### src/rtl/updown_counter_pkg.sv
// Shared types and elaboration-time helpers for the up/down counter bank.
//   cnt_op_e    : per-channel decoded operation for one cycle.
//   arith_width : width used for value+step arithmetic so intermediate sums never overflow.
//   range_of    : number of distinct values between the bounds (modulus in wrap mode).
// Optional feature macro used by the users of this package: UPDOWN_COUNTER_STICKY_EN.
package updown_counter_pkg;

  typedef enum logic [1:0] {
    OP_HOLD,
    OP_LOAD,
    OP_INC,
    OP_DEC
  } cnt_op_e;

  // One guard bit above value+step keeps both sums and the sign of differences visible.
  localparam int unsigned ArithGuardBits = 1;

  function automatic int unsigned arith_width(int unsigned width, int unsigned step_w);
    return width + step_w + ArithGuardBits;
  endfunction

  function automatic int unsigned range_of(int unsigned min_val, int unsigned max_val);
    return max_val - min_val + 1;
  endfunction

endpackage

### src/rtl/updown_counter_ch.sv
// One bounded up/down counter channel: operation decode, step arithmetic with clamp or wrap,
// value register, bound flags and registered overflow/underflow pulses.
// Ports:
//   clk_i, rst_i        : clock, synchronous active-high reset
//   load_i, load_val_i  : load strobe and value (clamped into [MIN_VAL, MAX_VAL])
//   inc_i, dec_i        : step requests; both high or step_i == 0 means hold
//   step_i              : step magnitude
//   value_o             : registered counter value
//   at_min_o, at_max_o  : value_o sits on a bound
//   over_o, under_o     : one-cycle pulse, visible together with the updated value
//   clear_sticky_i, sticky_o : only with UPDOWN_COUNTER_STICKY_EN; latched event flag
module updown_counter_ch
  import updown_counter_pkg::*;
#(
  parameter int unsigned WIDTH    = 8,
  parameter int unsigned STEP_W   = 4,
  parameter int unsigned MIN_VAL  = 0,
  parameter int unsigned MAX_VAL  = 99,
  parameter int unsigned INIT_VAL = 0,
  parameter bit          WRAP     = 1'b0
) (
  input  logic              clk_i,
  input  logic              rst_i,
  input  logic              load_i,
  input  logic [WIDTH-1:0]  load_val_i,
  input  logic              inc_i,
  input  logic              dec_i,
  input  logic [STEP_W-1:0] step_i,
`ifdef UPDOWN_COUNTER_STICKY_EN
  input  logic              clear_sticky_i,
  output logic              sticky_o,
`endif
  output logic [WIDTH-1:0]  value_o,
  output logic              at_min_o,
  output logic              at_max_o,
  output logic              over_o,
  output logic              under_o
);

  localparam int unsigned      AW     = arith_width(WIDTH, STEP_W);
  localparam logic [AW-1:0]    MinA   = AW'(MIN_VAL);
  localparam logic [AW-1:0]    RangeA = AW'(range_of(MIN_VAL, MAX_VAL));
  localparam logic [AW-1:0]    SpanA  = AW'(MAX_VAL - MIN_VAL);
  localparam logic [WIDTH-1:0] MinV   = WIDTH'(MIN_VAL);
  localparam logic [WIDTH-1:0] MaxV   = WIDTH'(MAX_VAL);
  localparam logic [WIDTH-1:0] InitV  = WIDTH'(INIT_VAL);

  cnt_op_e          op;
  logic [AW-1:0]    off_a;    // current value relative to MIN_VAL
  logic [AW-1:0]    step_a;
  logic [AW-1:0]    step_r;   // step reduced modulo the range
  logic [AW-1:0]    sum_a;    // offset after an increment
  logic [AW-1:0]    lv_off;   // load value relative to MIN_VAL; MSB set when below MIN_VAL
  logic [WIDTH-1:0] value_d, value_q;
  logic             over_d, over_q;
  logic             under_d, under_q;

  always_comb begin
    op = OP_HOLD;
    if (load_i) begin
      op = OP_LOAD;
    end else if ((inc_i ^ dec_i) && (step_i != '0)) begin
      op = inc_i ? OP_INC : OP_DEC;
    end
  end

  always_comb begin
    off_a   = AW'(value_q) - MinA;
    step_a  = AW'(step_i);
    step_r  = step_a % RangeA;
    sum_a   = off_a + step_a;
    lv_off  = AW'(load_val_i) - MinA;
    value_d = value_q;
    over_d  = 1'b0;
    under_d = 1'b0;

    unique case (op)
      OP_LOAD: begin
        if (lv_off[AW-1]) begin
          value_d = MinV;
        end else if (lv_off > SpanA) begin
          value_d = MaxV;
        end else begin
          value_d = WIDTH'(MinA + lv_off);
        end
      end
      OP_INC: begin
        if (sum_a > SpanA) begin
          over_d  = 1'b1;
          value_d = WRAP ? WIDTH'(MinA + (sum_a % RangeA)) : MaxV;
        end else begin
          value_d = WIDTH'(MinA + sum_a);
        end
      end
      OP_DEC: begin
        if (step_a > off_a) begin
          under_d = 1'b1;
          // Adding the range before subtracting keeps the wrapped offset non-negative.
          value_d = WRAP ? WIDTH'(MinA + ((off_a + RangeA - step_r) % RangeA)) : MinV;
        end else begin
          value_d = WIDTH'(MinA + off_a - step_a);
        end
      end
      default: value_d = value_q;
    endcase
  end

  always_ff @(posedge clk_i) begin
    if (rst_i) begin
      value_q <= InitV;
      over_q  <= 1'b0;
      under_q <= 1'b0;
    end else begin
      value_q <= value_d;
      over_q  <= over_d;
      under_q <= under_d;
    end
  end

  assign value_o  = value_q;
  assign at_min_o = (value_q == MinV);
  assign at_max_o = (value_q == MaxV);
  assign over_o   = over_q;
  assign under_o  = under_q;

`ifdef UPDOWN_COUNTER_STICKY_EN
  logic sticky_d, sticky_q;

  // Set is taken from the next-state pulses so the flag rises with the pulse and wins a clear.
  always_comb begin
    sticky_d = sticky_q;
    if (clear_sticky_i) sticky_d = 1'b0;
    if (over_d || under_d) sticky_d = 1'b1;
  end

  always_ff @(posedge clk_i) begin
    if (rst_i) begin
      sticky_q <= 1'b0;
    end else begin
      sticky_q <= sticky_d;
    end
  end

  assign sticky_o = sticky_q;
`endif

endmodule

### src/rtl/updown_counter_bank.sv
// Bank of NUM_CH independent bounded up/down counters (scores, lives, timers).
// Ports:
//   clock, reset           : clock, synchronous active-high reset
//   load, load_val         : per-channel load strobe and value (channel i at [i*WIDTH +: WIDTH])
//   increase, decrease     : per-channel step requests
//   step                   : step magnitude shared by all channels
//   out                    : registered values, same packing as load_val
//   at_min, at_max         : per-channel bound flags
//   over_pulse, under_pulse: per-channel registered crossing pulses
//   clear_sticky, sticky_evt : only when UPDOWN_COUNTER_STICKY_EN is defined
module updown_counter_bank
  import updown_counter_pkg::*;
#(
  parameter int unsigned NUM_CH   = 2,
  parameter int unsigned WIDTH    = 8,
  parameter int unsigned STEP_W   = 4,
  parameter int unsigned MIN_VAL  = 0,
  parameter int unsigned MAX_VAL  = 99,
  parameter int unsigned INIT_VAL = 0,
  parameter bit          WRAP     = 1'b0
) (
  input  logic                    clock,
  input  logic                    reset,
  input  logic [NUM_CH-1:0]       load,
  input  logic [NUM_CH*WIDTH-1:0] load_val,
  input  logic [NUM_CH-1:0]       increase,
  input  logic [NUM_CH-1:0]       decrease,
  input  logic [STEP_W-1:0]       step,
`ifdef UPDOWN_COUNTER_STICKY_EN
  input  logic [NUM_CH-1:0]       clear_sticky,
  output logic [NUM_CH-1:0]       sticky_evt,
`endif
  output logic [NUM_CH*WIDTH-1:0] out,
  output logic [NUM_CH-1:0]       at_min,
  output logic [NUM_CH-1:0]       at_max,
  output logic [NUM_CH-1:0]       over_pulse,
  output logic [NUM_CH-1:0]       under_pulse
);

  for (genvar i = 0; i < NUM_CH; i++) begin : g_ch
    updown_counter_ch #(
      .WIDTH    (WIDTH),
      .STEP_W   (STEP_W),
      .MIN_VAL  (MIN_VAL),
      .MAX_VAL  (MAX_VAL),
      .INIT_VAL (INIT_VAL),
      .WRAP     (WRAP)
    ) u_ch (
      .clk_i          (clock),
      .rst_i          (reset),
      .load_i         (load[i]),
      .load_val_i     (load_val[i*WIDTH +: WIDTH]),
      .inc_i          (increase[i]),
      .dec_i          (decrease[i]),
      .step_i         (step),
`ifdef UPDOWN_COUNTER_STICKY_EN
      .clear_sticky_i (clear_sticky[i]),
      .sticky_o       (sticky_evt[i]),
`endif
      .value_o        (out[i*WIDTH +: WIDTH]),
      .at_min_o       (at_min[i]),
      .at_max_o       (at_max[i]),
      .over_o         (over_pulse[i]),
      .under_o        (under_pulse[i])
    );
  end

endmodule
### config.mk
export PLATFORM = sky130hd
export DESIGN_NAME = updown_counter_bank
export DESIGN_NICKNAME = d
export VERILOG_FILES = /design/src/rtl/updown_counter_pkg.sv /design/src/rtl/updown_counter_ch.sv /design/src/rtl/updown_counter_bank.sv
export SDC_FILE = /design/constraint.sdc
export NUM_CORES = 1
export LEC_CHECK = 0
export ABC_AREA = 1
export BUFFER_PORTS_ARGS = -buffer_cell sky130_fd_sc_hd__buf_4
export CAP_MARGIN = 0
export CORE_MARGIN = 1.5
export CORE_UTILIZATION = 50
export DETAILED_ROUTE_END_ITERATION = 8
export PLACE_DENSITY = 0.78
export SETUP_SLACK_MARGIN = 0.02
export SLEW_MARGIN = 25
export SYNTH_ARGS = -nofsm -noshare
export SYNTH_HDL_FRONTEND = slang
export SYNTH_SLANG_ARGS = --single-unit
### constraint.sdc
create_clock -name clock -period 2 [get_ports clock]
set_input_delay 0.1 -clock clock [delete_from_list [all_inputs] [get_ports clock]]
set_output_delay 0.1 -clock clock [all_outputs]
set_load 0.01 [all_outputs]
==> summary by stage, run 1 <==
Logic synthesis
Sequential elements use 17.5% of the synthesized area. The synthesis warning total is 0. Each instance of the synthesized netlist takes up on average 6.06 sq um. Synthesis inferred 20 register bits.

The area of the mapped netlist is 2280 sq um. When the netlist entered floorplanning its net count stood at about 430. Yosys mapped a number of flops with a built-in enable equal to 0. The share of flip-flops with an asynchronous set or reset is 0%. The most used flip-flop cell after synthesis is dfxtp_1. Synthesis handed over a netlist of between 300 and 400 instances. The count of unique library cells instantiated by Yosys is 32.

Clocking
TritonCTS built the clock tree. The number of clock buffers added by TritonCTS is 3. The total clock sinks is 20. The clock-pin slew on the worst setup and hold paths is around 90 ps. In this run the deepest clock path goes through 2 buffers. The clock latency reported for the late side of the worst-skew pair is 260 ps. The maximum level of the CTS H-tree is 1. The tree is rooted in a clkbuf_8.

After clock tree synthesis, the flow added hold-fix buffers numbering 0.

Finish
The antenna diode instance count is 0. Compared with the post-synthesis result, the final layout area differs by 31.2%. The sequential standard cell area is 405 sq um.

The post-route netlist has 31.7% of its cells at a drive strength greater than 1. The area of combinational cells with multiple inputs is 1670 sq um. The top cell types in the final layout, fill and taps aside, are nand2_1 (83), buf_4 (77), nand3_1 (42), inv_1 (41), nor2_1 (31).

In the final design database the tool counted 491 nets. The most common library cell in the layout ignoring fill and taps is nand2_1. The fill cell instance count of the final layout is 382.

Floorplan
The floorplan step defined a die boundary enclosing 4980 sq um. In this run the count of I/O pins placed on the die edge is 52. Measured along the y axis, the die boundary spans 70.6 um. The initialized floorplan defines 24 standard-cell rows. The floorplan step set the die width to between 70 and 80 um. The core region is 4380 sq um.

The initial cell density of the core is 52.1%.

Worst setup path
On the worst path, the slowest cell contributes a delay of between 300 and 400 ps. At the worst endpoint, the arrival time is 2130 ps. The worst setup path is captured at a flip-flop. The slowest stage cell on the critical path is fa_2. The startpoint-to-endpoint class of the critical path is reg2reg.

The element type at the critical path start is a flip-flop. Traced cell by cell, the critical path runs through inv_2 > ha_4 > inv_2 > fa_2 > nand2_2 > nand2_2 > a21oi_4 > nand2_2 > nand2_2 > buf_4 > nor2_1 > a21oi_1 > a21oi_1. The required time of the worst setup path is 2150 ps. Along the worst path, the maximum fanout reaches 4. The cell with the most instances on the worst path is nand2_2.

Flow run
The number of max-cap violations is 0.

Timing
The number of setup violations in the final report is 0. The hold violation total from the final report is 0. The worst path meets setup with 26.4 ps of slack. Derived from the worst setup path, the maximum achievable clock frequency is 507 MHz.

The final critical path takes up between 90% and 100% of the cycle. The time the worst path needs with I/O delays and setup is 1970 ps. The count of pins over their slew limit is 0.

For the pin with the worst max-slew slack, the measured transition is 430 ps. On the final layout, the worst clock skew is 2.16 ps. Headroom to the max-slew limit came out at 71.2%.

Adding up every negative setup slack in the final design gives 0 ps.

Routing
The number of antenna-violating nets in the routed design is 0. The number of DRC markers in iteration 0 is 271. The via density per instance is about 5.6. After detailed routing, the number of remaining DRC violations is 0. The routed layout has around 2.7k vias. The wire length reported by the detailed router is slightly above 7000 um.

The first-pass detailed-route iteration total is 5. The average routed wire per standard cell is 14.4 um.

Outcome
The run finished with clean final reports.

Placed design
OpenSTA, run right after detailed placement, puts the worst setup slack at -76.8 ps. The global placer's final weighted congestion is 0.969. Summed over all nets, the half-perimeter wirelength after detailed placement is between 5000 and 6000 um.

The count of buffers from port buffering is between 50 and 60.

Pwr
For this design the ratio of total power to cell area is 574 nW/um^2. After layout, the design draws a total of 0.00172 W. VDD sags by at most between 0.4 and 0.5 mV. For this design the static power due to leakage is 1.58 nW.

Worst hold path
The min-delay analysis places its worst path in the category in2reg.

Global routing
The number of global-route vias before repair is 2504. The maximum number of pins on one net before global-route repair is 15. The initial antenna violation count is 0. The wire length of the first global-routing pass is ~11000 um. The global route total overflow is 0.

In the global route stage, overall resource usage came out at 28.0%.
## final timing paths
check / from / endpoint / slack [ps] / cells past startpoint
worst min register to register: g_ch[1].u_ch.value_o[6] / g_ch[1].u_ch.value_o[6] / 610 / 2
worst max-delay path: g_ch[0].u_ch.value_o[0] / g_ch[0].u_ch.value_o[2] / 30 / 13
worst max register to register: g_ch[0].u_ch.value_o[0] / g_ch[0].u_ch.value_o[2] / 30 / 13
worst min-delay path: reset / g_ch[0].u_ch.value_o[7] / 60 / 2
## final cells by class
class	count	area share, %
Timing Repair Buffer	77	19.3
Tap cell	52	2.17
Clock buffer	3	1.38
Sequential cell	20	13.5
Inverter	54	6.76
Multi-Input combinational cell	287	55.9
Clock inverter	1	1.00
## layer usage
metal  GRT usage [%]  routed length, um
met5               0                  0
met1            40.0               3050
met4            8.18                173
met2            43.0               3220
met3            5.98                680
## worst max-delay path, delay by kind of cell (launching register included)
family / cells / cell delay, ps
fa+ha+maj: 2 / 490
compound gates: 3 / 430
simple gates: 5 / 350
flops: 1 / 350
buf+inv: 3 / 250
## metrics by stage
| stage | instance area (sq um) | hold slack (ps) | std cells | utilization [%] |
|---|---|---|---|---|
| after floorplan | 2280 | 335 | 377 | - |
| after global placement | 2770 | 330 | 483 | 63.2 |
| after detailed placement | 2770 | 337 | 483 | 63.2 |
| after CTS | 2870 | 60.3 | 490 | 65.5 |
| after global routing | 3000 | 77.1 | 494 | 68.4 |
| final | 3000 | 60.6 | 494 | 68.4 |
## cells in the mapped netlist, drive strengths merged (3+ instances only)
library cell	count	area share (%)
nand2	97	17
xor2	5	1.9
nand4	6	1.6
clkbuf	3	0.49
fa	4	3.5
dfxtp	20	18
o21ai	28	6.8
ha	16	8.8
nor2	37	6.7
inv	53	8.7
buf	13	4.0
nand3	49	12
a21oi	32	7.8
nor3	4	0.88
nor4	4	1.1
## sequential cells by signal (all words and copies together) (netlist names)
signal	flops
g_ch.u_ch.value_o	16
g_ch.u_ch.over_o	2
g_ch.u_ch.under_o	2
## report_power, final
group	internal [W]	switching, W
logic	0.000347	0.000479
clock network	0.000267	0.000158
registers	0.000431	0.0000378
## what timing repair did
action                                 in CTS  in global routing
endpoints found under the hold margin       0                  0
pin swaps                                   3                 10
buffers inserted                            3                  4
setup endpoints to repair                   6                 17
gates resized for setup                     3                 28
## logic make-up after synthesis
group	synth area share [%]
AO/OA/AOI/OAI	15.2
XOR/XNOR	1.92
adder cells (fa/ha/maj)	12.3
buffers and inverters	13.4
flip-flops	17.5
AND/OR/NAND/NOR	39.7
(Power assumes the default switching activity.)
==> run 2: changes to the inputs <==
--- a/config.mk
+++ b/config.mk
@@ -5,13 +5,15 @@
 export SDC_FILE = /design/constraint.sdc
 export NUM_CORES = 1
 export LEC_CHECK = 0
-export ABC_AREA = 1
 export BUFFER_PORTS_ARGS = -buffer_cell sky130_fd_sc_hd__buf_4
 export CAP_MARGIN = 0
+export CELL_PAD_IN_SITES_DETAIL_PLACEMENT = 1
+export CELL_PAD_IN_SITES_GLOBAL_PLACEMENT = 1
 export CORE_MARGIN = 1.5
-export CORE_UTILIZATION = 50
+export CORE_UTILIZATION = 36
+export CTS_CLUSTER_DIAMETER = 80
 export DETAILED_ROUTE_END_ITERATION = 8
-export PLACE_DENSITY = 0.78
+export PLACE_DENSITY_LB_ADDON = 0.1
 export SETUP_SLACK_MARGIN = 0.02
 export SLEW_MARGIN = 25
 export SYNTH_ARGS = -nofsm -noshare
==> summary by stage, run 2 <==
Timing
The setup slack of the critical path after layout is -379 ps (-406 ps). The worst-margin pin slew was 575 ps (+144 ps). The largest clock skew in the final design is 2.80 ps (+0.638 ps). Setup repair after global routing could not meet its margin everywhere. The final-layout setup total negative slack was -3430 ps (-3430 ps). The number of setup violations in the final report was 18 (+18). The hold violation total from the final report is 0 (unchanged). The achievable frequency is 420 MHz (-17%). The time the worst path needs with I/O delays and setup is 2380 ps (+406 ps). The fraction of the cycle the final worst path needs was 119% (+20 points). The worst slack on hold paths is 153 ps (+92.2 ps). The headroom to the max-slew limit is 61.4% (-9.8 points). The count of pins over their slew limit is 0 (unchanged).

Placed design
The instance area at placement is 3390 sq um (+22%). The global placer's final weighted congestion is 0.836 (-14%). The count of buffers from port buffering came to 51 (unchanged). The detailed placement HPWL was 7430 um (+36%). The worst slack after detailed placement is -371 ps (-294 ps).

Logic synthesis
The average footprint of a synthesized cell came to 7.64 sq um (+26%). The largest area contributor in the synthesized netlist is dfxtp_1. The sequential fraction of the synthesis area came to 16.4% (-1.1 points). Ranked by total cell area, the synthesized netlist is headed by dfxtp_1 (16%), ha_1 (8.2%), a21oi_1 (6.1%). The number of nets produced by synthesis is 368 (-13%).

The count of state elements after synthesis is 20 (unchanged). The area of the mapped netlist was 2440 sq um (+7.0%). The dominant synthesized flop cell is dfxtp_1.

The count of unique library cells instantiated by Yosys is 61 (+91%). The number of flops mapped to enable cells by yosys is 0 (unchanged). The top-area cell type share of the netlist area was 16.4% (-1.1 points). The share of flip-flops with an asynchronous set or reset is 0% (unchanged). The number of standard cells after synthesis is 320 (-15%). The most frequent cell after synthesis is a21oi_1.

Ranked by instance count, the synthesized netlist is headed by a21oi_1 (30), nor2_1 (27), dfxtp_1 (20). The synthesis warning total is 0 (unchanged).

Worst setup path
The critical path is of the reg2reg type. The worst flop-to-flop path endpoint is g_ch[1].u_ch.value_o[2]. The slowest stage cell on the critical path is a211oi_4.

The delay of the slowest cell on the worst path is 390 ps (+20 ps). The biggest fanout along the worst timing path is 4 (unchanged). The number of cells on the worst reg-to-reg path is 9 (-4). STA classifies the critical path startpoint as a flip-flop. The setup slack of the worst register-to-register path was -380 ps (-410 ps).

The number of buffer and inverter instances along the worst setup path was 0 (-3). Traced cell by cell, the critical path runs through ha_4 > fa_2 > nor2b_4 > o2111ai_2 > nor2_2 > a211oi_4 > o211a_1 > o21ai_1 > a211oi_1. In this run the critical register-to-register path is launched from g_ch[1].u_ch.value_o[0].

The required time of the worst setup path is 2180 ps (+30 ps). STA classifies the critical path endpoint as a flip-flop. The cell type group with the largest total delay on the critical path is compound AO/OA/AOI/OAI gates.

The arrival time reported for the critical path endpoint was 2560 ps (+430 ps).

Routing
The average routed wire per standard cell came to 19.3 um (+34%). The detailed-route wire length on metal 1 is 3680 um (+21%). The wire length reported by the detailed router is 9820 um (+38%). In this run the top signal layer used is met4. The number of DRC markers in iteration 0 came to 79 (-71%).

The met2 wirelength from detailed routing is 5480 um (+70%). The number of remaining DRC errors is 3 (+3). The via density per instance is 5.67 (+1.9%). The number of antenna-violating nets in the routed design was 0 (unchanged).

The wire length on met3 was 280 um (-59%). The via count is 2884 (+5.0%). The first-pass detailed-route iteration total is 6 (+1).

Global routing
The global route total overflow came to 0 (unchanged). The wire length of the first global-routing pass is 15000 um (+31%). The initial antenna violation count is 0 (unchanged). The overall global routing resource usage was 26.1% (-1.9 points).

The maximum number of pins on one net before global-route repair is 22 (+7). The number of global-route vias before repair is 3107 (+24%).

Floorplan
The initial cell density of the core is 37.8% (-14 points). The die extent in x was 85.4 um (+21%). The number of placed I/O pins is 52 (unchanged). The area of the die was 7290 sq um (+46%). The number of rows created at floorplan was 29 (+21%). The y dimension of the die is 85.4 um (+21%). The total core area is 6460 sq um (+47%).

Clocking
The maximum level of the CTS H-tree is 1 (unchanged). The TritonCTS buffer count is 3 (unchanged). The number of buffers on the longest clock path came to 2 (unchanged). The clock-pin slew on the worst setup and hold paths came to 80 ps (about the same).

The TritonCTS clock tree is yes. The number of buffers inserted by hold repair at cts is 0 (unchanged). The clock latency reported for the late side of the worst-skew pair is 270 ps (about the same). The root buffer cell chosen for the clock tree is clkbuf_8. The total clock sinks came to 20 (unchanged).

Worst hold path
The worst-case hold path end point is g_ch[0].u_ch.value_o[4]. The worst hold path begins at load_val[4]. The number of cells on the worst hold path is 3 (+1). The kind of path behind the tightest hold check is in2reg.

Pwr
The reported leakage power is 1.60 nW (+1.6%). The clock power share is 16.1% (-8.6 points). The overall power consumption is 0.00182 W (+6.0%). The share of power burned in registers came to 26.0% (-1.3 points). The maximum VDD drop is 0.309 mV (-25%). The power density over the cells came to 492 nW/um^2 (-14%). The net switching power came to 0.000742 W (+10%). The internal power is 0.00108 W (+3.4%).

The switching share of power is 40.7% (+1.5 points). The combinational share of power is 58.0% (+10 points).

Finish
The fill cell instance count of the final layout came to 803 (+110%). The net total in the final layout is 482 (-1.8%). The library cell used most frequently in the layout, excluding fill and tap cells, is buf_4. The final design area excluding fillers is 3700 sq um (+24%).

The area growth from synthesis to layout is 51.6%. The antenna diode instance count is 0 (unchanged). The fraction of final layout cells sized beyond drive strength 1 is 47.2% (+16 points).

In the layout the commonest cells are buf_4 (130), nor2_1 (26), a21oi_1 (21), dfxtp_1 (14). The flip-flop count of the largest register after layout came to 16 (unchanged).

Flow run
The number of max-cap violations is 0 (unchanged).

Outcome
The final reports fail on DRC, setup timing. The flow ran to the end, but the final reports show violations.
==> run 2: changes by cell type in the layout (fill, tap and decap cells not counted), sizes merged, moves of 11 or more <==
| cell | change |
|---|---|
| nand2 | -79 |
| buf | +55 |
| nand3 | -47 |
| inv | -35 |
| nand2b | +13 |
| nor2b | +12 |
| xnor2 | +11 |
==> run 2: how the worst max path moves through the flow <==
| stage | endpoint | cells after the start | from | slack, ps |
|---|---|---|---|---|
| floorplan | g_ch[1].u_ch.value_o[3] | 9 | g_ch[1].u_ch.value_o[0] | -200 |
| global placement | g_ch[0].u_ch.value_o[2] | 9 | g_ch[0].u_ch.value_o[0] | -220 |
| detailed placement | g_ch[0].u_ch.value_o[2] | 9 | g_ch[0].u_ch.value_o[0] | -370 |
| CTS | g_ch[0].u_ch.value_o[2] | 9 | g_ch[0].u_ch.value_o[0] | -300 |
| global route | g_ch[1].u_ch.value_o[2] | 9 | g_ch[1].u_ch.value_o[0] | -470 |
| finish | g_ch[1].u_ch.value_o[2] | 9 | g_ch[1].u_ch.value_o[0] | -380 |
==> run 2: logic make-up after synthesis <==
logic type,Yosys count,synth area share (%)
xor+xnor,14,5.02
flops,20,16.4
mux,3,1.28
compound gates,107,29.6
fa+ha+maj,20,11.5
simple gates,115,27.6
buf+inv,41,8.60
==> run 2: power groups by stage <==
| stage | combinational [W] | clock [W] | sequential (W) |
|---|---|---|---|
| 6_report | 0.00106 | 0.000293 | 0.000473 |
| 3_3_place_gp | 0.000887 | 0 | 0.000475 |
| 4_1_cts | 0.00100 | 0.000297 | 0.000471 |
| 5_1_grt | 0.00113 | 0.000315 | 0.000476 |
| 2_1_floorplan | 0.000483 | 0 | 0.000484 |
| 3_5_place_dp | 0.000911 | 0 | 0.000477 |
==> run 2: area by class of cell <==
type | count | area, sq um | share of cell area [%]
clock buffer | 3 | 41.3 | 1.11
timing repair buffer | 132 | 1010 | 27.2
tap | 77 | 96.3 | 2.60
inverter | 18 | 72.6 | 1.96
multi-input combinational | 259 | 2070 | 55.9
sequential | 20 | 415 | 11.2
==> run 2: through the flow <==
| stage | cells | utilization [%] |
|---|---|---|
| 6_report | 509 | 57.3 |
| 3_3_place_gp | 497 | 52.4 |
| 4_1_cts | 506 | 56.0 |
| 2_1_floorplan | 320 | - |
| 3_5_place_dp | 497 | 52.4 |
| 5_1_grt | 509 | 57.3 |
==> run 2: what timing repair did <==
item | CTS | global route
setup buffers | 10 | 3
pin swaps | 41 | 15
resized for setup | 50 | 13
endpoints found under the setup margin | 18 | 21
==> run 2: layer usage <==
metal | up-vias | GRT usage [%]
li1 | 1389 | -
met1 | 1394 | 26.4
met2 | 75 | 52.2
met3 | 26 | 3.11
met4 | 0 | 12.8
met5 | - | 0
==> run 2: worst reg2reg max path: cells and delay by family (launching register included) <==
| kind | cells | cell delay (ps) |
|---|---|---|
| flip-flops | 1 | 380 |
| adder cells (fa/ha/maj) | 2 | 510 |
| AO/OA/AOI/OAI | 5 | 1180 |
| AND/OR/NAND/NOR | 2 | 220 |
==> run 3: changes to the inputs <==
==> constraint.sdc (replaced) <==
create_clock -name clock -period 2 [get_ports clock]
set_input_delay 0.2 -clock clock [delete_from_list [all_inputs] [get_ports clock]]
set_output_delay 0.2 -clock clock [all_outputs]
set_load 0.01 [all_outputs]
==> summary by stage, run 3 (same netlist as run 2, synthesis figures left out) <==
Pwr
The maximum VDD drop is 0.306 mV (-0.92%). The power density over the cells came to 487 nW/um^2 (-1.0%). The reported leakage power came to 1.68 nW (+4.8%).

Finish
The fraction of final layout cells sized beyond drive strength 1 is 52.6% (+5.4 points). The fill cell instance count of the final layout is 785 (-2.2%). The flip-flop count of the largest register after layout came to 16 (unchanged). The most common library cell in the layout ignoring fill and taps is buf_4. Compared with the post-synthesis result, the final layout area differs by 62.1%.

The net total in the final layout is 491 (+1.9%). The non-filler instance count after layout is 518 (+1.8%). The library cells used most frequently in the layout, excluding fill and tap cells, are buf_4 (134), nor2_1 (24), a21oi_1 (19), dfxtp_1 (13). The sequential standard cell area was 422 sq um (+1.5%). The area of combinational cells with multiple inputs came to 2240 sq um (+8.0%). The antenna diode instance count is 0 (unchanged). The final standard cell utilization of the core is 61.3% (+4.0 points).

Clocking
The maximum level of the CTS H-tree is 1 (unchanged). The cell chosen for the clock root is clkbuf_8. The number of buffers inserted by hold repair at cts is 0 (unchanged). The clock-pin slew on the worst setup and hold paths came to 90 ps (about the same).

The number of buffers on the longest clock path is 2 (unchanged). The TritonCTS buffer count is 3 (unchanged). The clock latency reported for the late side of the worst-skew pair came to 270 ps (about the same). The total clock sinks is 20 (unchanged). The TritonCTS clock tree is yes.

Worst setup path
The arrival time reported for the critical path endpoint is 2580 ps (+20 ps). The slowest stage of the critical path is the dfxtp_4 cell. The setup slack of the worst register-to-register path is -390 ps (about the same). The biggest fanout along the worst timing path is 3 (-1). The element type at the critical path start is a flip-flop. The type of element capturing the critical path is a flip-flop. The critical path goes through ha_4 > fa_2 > nand2b_4 > a21oi_4 > or3b_4 > mux2i_1 > nor4b_4 > a21oi_2 > nor3_1. The delay of the slowest cell on the worst path is 380 ps (about the same).

The setup path with the least slack is of type reg2reg. The required time of the worst setup path is 2190 ps (about the same).

Floorplan
The number of rows created at floorplan was 29 (unchanged). The initial cell density of the core is 37.8% (unchanged). The y dimension of the die is 85.4 um (unchanged).

The die extent in x came to 85.4 um (unchanged). The number of placed I/O pins is 52 (unchanged). The area of the die is 7290 sq um (unchanged). The total core area was 6460 sq um (unchanged).

Routing
The number of DRC markers in iteration 0 came to 75 (-5.1%). The number of remaining DRC errors is 3 (unchanged). The number of antenna-violating nets in the routed design is 0 (unchanged).

The wire length reported by the detailed router was 10500 um (+7.1%). The via count is 2965 (+2.8%). The average routed wire per standard cell is 20.3 um (+5.2%).

The via density per instance is 5.72 (+1.0%). The first-pass detailed-route iteration total is 6 (unchanged).

Flow run
The number of max-cap violations was 0 (unchanged).

Timing
The achievable frequency is 419 MHz (-0.36%). The time the worst path needs with I/O delays and setup was 2390 ps (+8.65 ps). The count of pins over their slew limit was 0 (unchanged). The worst-margin pin slew is 564 ps (-10.4 ps).

The largest clock skew in the final design was 1.70 ps (-1.11 ps). The number of setup violations in the final report is 16 (-2). The headroom to the max-slew limit came to 62.1% (+0.70 points).

Setup repair after global routing could not meet its margin everywhere. The hold violation total from the final report is 0 (unchanged). The worst slack on hold paths came to 237 ps (+83.8 ps). The fraction of the cycle the final worst path needs is 119% (+0.43 points). The setup slack of the critical path after layout was -388 ps (-8.65 ps).

Global routing
The number of global-route vias before repair is 3128 (+0.68%). The maximum number of pins on one net before global-route repair is 22 (unchanged). The overall global routing resource usage was 26.5% (+0.36 points). The wire length of the first global-routing pass is 15200 um (+1.6%). The global route total overflow was 0 (unchanged). The initial antenna violation count is 0 (unchanged).

Placed design
The cell count after placement was 501 (+0.80%). The global placer's final weighted congestion was 0.844 (+1.0%). The detailed placement HPWL is 7320 um (-1.4%).

The worst slack after detailed placement is -406 ps (-35.0 ps). The count of buffers from port buffering is 51 (unchanged).

Worst hold path
The min-delay analysis places its worst path in the category in2reg.

Outcome
The final reports fail on DRC, setup timing. The flow ran to the end, but the final reports show violations.
-- run 3: changes by cell type in the layout (fill, tap and decap cells not counted), moves of 3 or more --
cell     before  now
nand2_4       0    3
o21ai_1      12    9
buf_6         1    6
buf_4       130  134
ha_4          5    9
ha_1         10    5
o21ai_2       4    8
-- run 3: cell type report --
class / instances / share of cell area (%)
Sequential cell: 20 / 10.6
Tap cell: 77 / 2.43
Clock buffer: 3 / 1.04
Multi-Input combinational cell: 259 / 56.5
Inverter: 18 / 1.77
Timing Repair Buffer: 141 / 27.6
-- run 3: power by group --
part	internal, W	switching (W)
combinational	0.000566	0.000592
sequential	0.000428	0.0000465
clock	0.000135	0.000163
-- run 3: critical path: cells and delay by family, from the launching register on --
kind            cells  cell delay [ps]
simple gates        4             1040
fa+ha+maj           2              530
flops               1              380
mux                 1              180
compound gates      2              170
-- run 3: path summary, 6_finish.rpt --
| path | start | end | depth (start not counted) |
|---|---|---|---|
| setup reg to reg | g_ch[0].u_ch.value_o[0] | g_ch[0].u_ch.value_o[2] | 9 |
| setup / recovery | g_ch[0].u_ch.value_o[0] | g_ch[0].u_ch.value_o[2] | 9 |
| hold reg to reg | g_ch[0].u_ch.value_o[7] | g_ch[0].u_ch.value_o[7] | 2 |
| hold / removal | load_val[4] | g_ch[0].u_ch.value_o[4] | 3 |
-- run 3: metal layers --
layer	part of all wire (%)	track usage, %	vias to the layer above
li1	-	-	1401
met1	36	26.5	1458
met2	57	55.1	77
met3	3.2	3.50	29
met4	3.7	8.80	0
met5	0	0	-
-- run 3: timing repair --
item                                    CTS  global route
resized for setup                        57            43
setup buffers                             9             6
pin swaps                                32            25
endpoints found under the setup margin   18            21
-- run 3: through the flow --
step / power (W) / TNS (ps) / instance area, sq um
2_1_floorplan: 0.000966 / -1390 / 2500
3_3_place_gp: 0.00138 / -3600 / 3420
3_5_place_dp: 0.00140 / -5090 / 3420
4_1_cts: 0.00179 / -2790 / 3740
5_1_grt: 0.00203 / -4920 / 3960
6_report: 0.00193 / -3470 / 3960
